File: src/rtl/ttt_pkg.sv
// Shared definitions for the tick/tock token scheduler.
package ttt_pkg;

  localparam int TTT_NUM_PROCS = 8;

  // Processor index width; never narrower than one bit.
  function automatic int ttt_id_w(input int num_procs);
    return (num_procs > 1) ? $clog2(num_procs) : 1;
  endfunction

  typedef enum logic [2:0] {
    ST_IDLE,
    ST_SCAN,
    ST_ISSUE,
    ST_DRAIN,
    ST_TOCK
  } ttt_state_t;

endpackage

File: src/rtl/ttt_rr_pick.sv
// Round-robin picker: first set bit of mask at or after ptr, wrapping.
module ttt_rr_pick
  import ttt_pkg::*;
#(
  parameter int NUM_PROCS = TTT_NUM_PROCS,
  parameter int ID_W      = ttt_id_w(NUM_PROCS)
) (
  input  logic [NUM_PROCS-1:0] mask,
  input  logic [ID_W-1:0]      ptr,
  output logic                 found,
  output logic [ID_W-1:0]      idx
);

  localparam logic [ID_W:0] N_W = (ID_W + 1)'(NUM_PROCS);

  logic [ID_W:0] pos;

  // Walk offsets from ptr; the lowest offset with a set bit wins.
  always_comb begin
    found = 1'b0;
    idx   = '0;
    pos   = '0;
    for (int off = 0; off < NUM_PROCS; off++) begin
      pos = {1'b0, ptr} + (ID_W + 1)'(off);
      if (pos >= N_W) pos = pos - N_W;
      if (!found && mask[pos[ID_W-1:0]]) begin
        found = 1'b1;
        idx   = pos[ID_W-1:0];
      end
    end
  end

endmodule

File: src/rtl/ttt_token_scheduler.sv
// Tick/tock token scheduler: grants each requesting processor at most once per
// round in round-robin order, waits for the datapath to drain, then strobes tock.
//
// state    | meaning
// ---------|------------------------------------------------------------
// IDLE     | waiting for start
// SCAN     | pick next eligible processor from rr_ptr, or go drain
// ISSUE    | dp_valid held with dp_id until dp_ready
// DRAIN    | wait for dp_busy low
// TOCK     | one-cycle global strobe, clear served, count the round
module ttt_token_scheduler
  import ttt_pkg::*;
#(
  parameter int NUM_PROCS = TTT_NUM_PROCS,
  parameter int ID_W      = ttt_id_w(NUM_PROCS)
) (
  input  logic                 clk,
  input  logic                 reset,
  input  logic                 start,
  input  logic [NUM_PROCS-1:0] token_req,
  output logic [NUM_PROCS-1:0] token_ack,
  output logic                 dp_valid,
  output logic [ID_W-1:0]      dp_id,
  input  logic                 dp_ready,
  input  logic                 dp_busy,
  output logic                 tock,
  output logic                 busy,
  output logic [7:0]           round_count
);

  localparam logic [ID_W-1:0] LAST_ID = ID_W'(NUM_PROCS - 1);

  ttt_state_t           state, state_next;
  logic [NUM_PROCS-1:0] served, served_next;
  logic [ID_W-1:0]      rr_ptr, rr_next;
  logic [ID_W-1:0]      id_next;
  logic                 valid_next;
  logic [7:0]           rc_next;
  logic                 pick_found;
  logic [ID_W-1:0]      pick_idx;

  ttt_rr_pick #(
    .NUM_PROCS(NUM_PROCS),
    .ID_W     (ID_W)
  ) u_pick (
    .mask (token_req & ~served),
    .ptr  (rr_ptr),
    .found(pick_found),
    .idx  (pick_idx)
  );

  // State and round bookkeeping registers.
  always_ff @(posedge clk) begin
    if (reset) begin
      state       <= ST_IDLE;
      served      <= '0;
      rr_ptr      <= '0;
      dp_id       <= '0;
      dp_valid    <= 1'b0;
      round_count <= '0;
    end else begin
      state       <= state_next;
      served      <= served_next;
      rr_ptr      <= rr_next;
      dp_id       <= id_next;
      dp_valid    <= valid_next;
      round_count <= rc_next;
    end
  end

  // Next-state and strobe decode; strobes are forced low while reset is held.
  always_comb begin
    state_next  = state;
    served_next = served;
    rr_next     = rr_ptr;
    id_next     = dp_id;
    valid_next  = dp_valid;
    rc_next     = round_count;
    token_ack   = '0;
    tock        = 1'b0;
    case (state)
      ST_IDLE: begin
        if (start) state_next = ST_SCAN;
      end
      ST_SCAN: begin
        if (pick_found) begin
          id_next    = pick_idx;
          valid_next = 1'b1;
          state_next = ST_ISSUE;
        end else begin
          state_next = ST_DRAIN;
        end
      end
      ST_ISSUE: begin
        if (dp_valid && dp_ready) begin
          if (!reset) token_ack = NUM_PROCS'(1) << dp_id;
          served_next[dp_id] = 1'b1;
          rr_next    = (dp_id == LAST_ID) ? '0 : dp_id + ID_W'(1);
          valid_next = 1'b0;
          state_next = ST_SCAN;
        end
      end
      ST_DRAIN: begin
        if (!dp_busy) state_next = ST_TOCK;
      end
      ST_TOCK: begin
        tock        = !reset;
        served_next = '0;
        rc_next     = round_count + 8'd1;
        state_next  = ST_IDLE;
      end
      default: state_next = ST_IDLE;
    endcase
  end

  assign busy = (state != ST_IDLE) && !reset;

endmodule

File: config.mk
export PLATFORM = sky130hd
export DESIGN_NAME = ttt_token_scheduler
export DESIGN_NICKNAME = d
export VERILOG_FILES = /design/src/rtl/ttt_pkg.sv /design/src/rtl/ttt_rr_pick.sv /design/src/rtl/ttt_token_scheduler.sv
export SDC_FILE = /design/constraint.sdc
export NUM_CORES = 1
export LEC_CHECK = 0
export BUFFER_PORTS_ARGS = -buffer_cell sky130_fd_sc_hd__buf_2
export CAP_MARGIN = 30
export CORE_AREA = 10 10 80 82
export DETAILED_ROUTE_END_ITERATION = 16
export DIE_AREA = 0 0 90 92
export GPL_ROUTABILITY_DRIVEN = 1
export MAX_ROUTING_LAYER = met4
export PLACE_DENSITY = 0.67
export SYNTH_ARGS = -nofsm -noshare
export SYNTH_HDL_FRONTEND = slang
export SYNTH_HIERARCHICAL = 1
export SYNTH_SLANG_ARGS = --single-unit
File: constraint.sdc
create_clock -name clk -period 3.5 [get_ports clk]
set_input_delay 0.35 -clock clk [delete_from_list [all_inputs] [get_ports clk]]
set_output_delay 0.35 -clock clk [all_outputs]
set_load 0.02 [all_outputs]
==> results.txt <==
Flop2flop setup slack -> 240 ps
Setup Skew -> 10.2 ps
Num CTS Buffers -> 3
Critical Path RT -> 3650 ps
Status -> finished, final reports clean
Mapped Nets -> 263
Commonest non-fill, non-tap cell in the layout -> buf_2
Cells after Synth -> 241
Crit path max fanout -> 9
Final WS setup -> 239 ps
Yosys warns -> 6
Post-Syn Area per Cell -> 8.80 sq um
RR Startpoint -> rr_ptr[1]
CTS clk-pin slew, worst paths -> 90 ps
Placer Congestion -> 0.954
Die H -> 92 microns
Post-synth EDFFs -> 0
Vias per cell -> 5.64
Worst hold path class -> in2reg
RSZ-0062 raised after global routing -> false
Internal power -> 0.552 mW
Net Sw Power -> 0.236 mW
Switch share -> 0.300
Ys async rst share -> 0
Max clock buf depth -> 2
Drt wl/cell -> 15.6 microns
Chip width -> 90 microns
Clock power share -> 0.312
Most frequent cells in the layout -> buf_2 (34), dfxtp_1 (26), nor2_1 (21), mux2i_1 (15), nor2b_1 (13)
Crit Path Category -> reg2reg
Io pins -> 35
Initial antenna violation count -> 0
Critical Path Sink -> dp_id[1]
Register area -> 520 sq um
GRT Total Usage -> 0.131
H-tree levels -> 1
Reg2Reg Depth -> 11
Hold_ws -> 245 ps
CP startpoint kind -> flop
Post-synthesis sequential area ratio -> 0.245
CP cell instances -> inv_1 > ha_2 > mux4_2 > mux2i_2 > nand2_1 > or4b_4 > nor2_2 > nand3_1 > and4bb_2 > mux2i_1 > nor2_1
Layout filler cell count -> 469
Area of the mapped netlist -> 0.00212 sq mm
CP arrival -> 3410 ps
Total power -> 0.789 mW
DRT Pass-1 Iters -> 4
Die footprint -> 0.00828 sq mm
Max VDD drop -> 0.249 mV
Distinct cells, synth -> 54
F_max -> 307 MHz
Final HPWL DP -> 4.12 mm
Final Net Count -> 297
Syn-to-layout area delta -> 14.6%
Routed vias -> 1939
Seq pwr share -> 0.431
Congestion Overflow GR -> 0
DRC errors left -> 0
Final setup viols -> 0
Power Dens Cells -> 324 mW/mm^2
Core Region -> 0.00491 sq mm
Initial Utilization -> 0.432
Final wirelength -> 5.38 mm
Critical Path Max Stage Delay -> 600 ps
Post-route ant nets -> 0
I/O Buffers -> 34
Vias in the first global route -> 1954
Pre-CTS WS -> 168 ps
Row count -> 26
Primary FF master, synth -> dfxtp_1
CP max stage cell -> mux4_2
Fin crit period -> 3260 ps
Share of cells above drive strength 1 -> 0.248
DR iter-0 viols -> 105
Worst Setup SP -> rr_ptr[1]
CTS tree -> yes
Non-filler cells in the finished layout -> 344
Pleak -> 1.00 nW
CTS sink cnt -> 26
Rel. slew slack -> 0.633
Hold_buf cts -> 0
Largest net degree at the start of global routing -> 25
Post-CTS setup buffers -> 0
Worst skew pair latency -> 270 ps
Inst Count DP -> 340
Fin. max-slew vios -> 0
First-pass GRT wire length -> 9.20 mm
Worst Tran Pin Value -> 549 ps
# diodes -> 0
Final cycle utilization of the critical path -> 0.932
Clock root cell -> clkbuf_8
Final-report hold violation count -> 0
Area occupied by multi-input gates -> 0.00150 sq mm
Total negative slack -> 0 ps
Comb pwr share -> 0.257
FF-to-FF End -> dp_id[1]
MaxCap Viol Count -> 0
Critical path endpoint category -> flop
Seq cells post-synth -> 26
==> routing by layer <==
metal	global-route usage	vias to the layer above	wire length, microns
met5	-	-	0
met4	0.0491	0	78
met3	0.00978	6	86
met2	0.209	37	2600
met1	0.169	920	2610
li1	-	976	-
==> flip-flops by register name (all words and copies together), names as in the netlist <==
signal	flops
rr_ptr	3
dp_id	3
served	8
round_count	8
state	3
dp_valid	1
==> worst min-delay path by stage <==
stage	startpoint	to	slack, ps	cells after the start
floorplan	dp_busy	state[2]	420	1
global placement	round_count[7]	round_count[7]	460	2
detailed placement	served[6]	served[6]	470	1
CTS	dp_busy	state[2]	240	2
global route	dp_busy	state[2]	250	2
finish	dp_busy	state[2]	250	2
==> cell usage after synthesis, drive strengths merged (5+ instances only) <==
master,count,area share
nor2,23,0.043
o21ai,6,0.014
and2,5,0.015
dfxtp,26,0.25
nand3,8,0.019
mux2i,17,0.082
nor4,5,0.015
nand2,10,0.018
nor3,10,0.024
ha,9,0.053
inv,9,0.016
mux4,6,0.064
and3,8,0.024
a21oi,12,0.028
buf,7,0.026
nor2b,13,0.038
mux2,9,0.051
==> through the flow <==
step | area, sq um | util
finish | 2430 | 0.495
global route | 2430 | 0.495
CTS | 2420 | 0.494
detailed placement | 2350 | 0.479
global placement | 2350 | 0.479
floorplan | 2120 | -
==> cell families after synthesis <==
logic type      Yosys count  synth area share
xor+xnor                  6            0.0248
flops                    26             0.245
compound gates           40             0.132
mux                      32             0.197
fa+ha+maj                 9            0.0531
buf+inv                  20            0.0490
simple gates            108             0.299
==> power by group through the flow <==
stage / Combinational, mW / Clock, mW / Sequential, mW
after detailed placement: 0.200 / 0 / 0.347
after global placement: 0.198 / 0 / 0.346
after floorplan: 0.161 / 0 / 0.335
after global routing: 0.228 / 0.260 / 0.346
final: 0.203 / 0.246 / 0.340
after CTS: 0.201 / 0.248 / 0.341
==> cell type report <==
cell class / instances / share of cell area
multi-input combinational: 195 / 0.618
sequential: 26 / 0.214
timing repair buffer: 40 / 0.0885
tap: 70 / 0.0360
clock buffer: 3 / 0.0170
inverter: 9 / 0.0139
clock inverter: 1 / 0.0124
==> repair_timing <==
item,CTS,global route
resized for setup,0,2
setup endpoints to repair,0,5
endpoints found under the hold margin,0,0
==> critical path: cells and delay by family (launching register included) <==
family                   cells  cell delay (ps)
adder cells (fa/ha/maj)      1              480
buffers and inverters        1               60
multiplexers                 3              970
flip-flops                   1              330
AND/OR/NAND/NOR              6             1310
No activity file was read; power rests on OpenSTA's default activity.
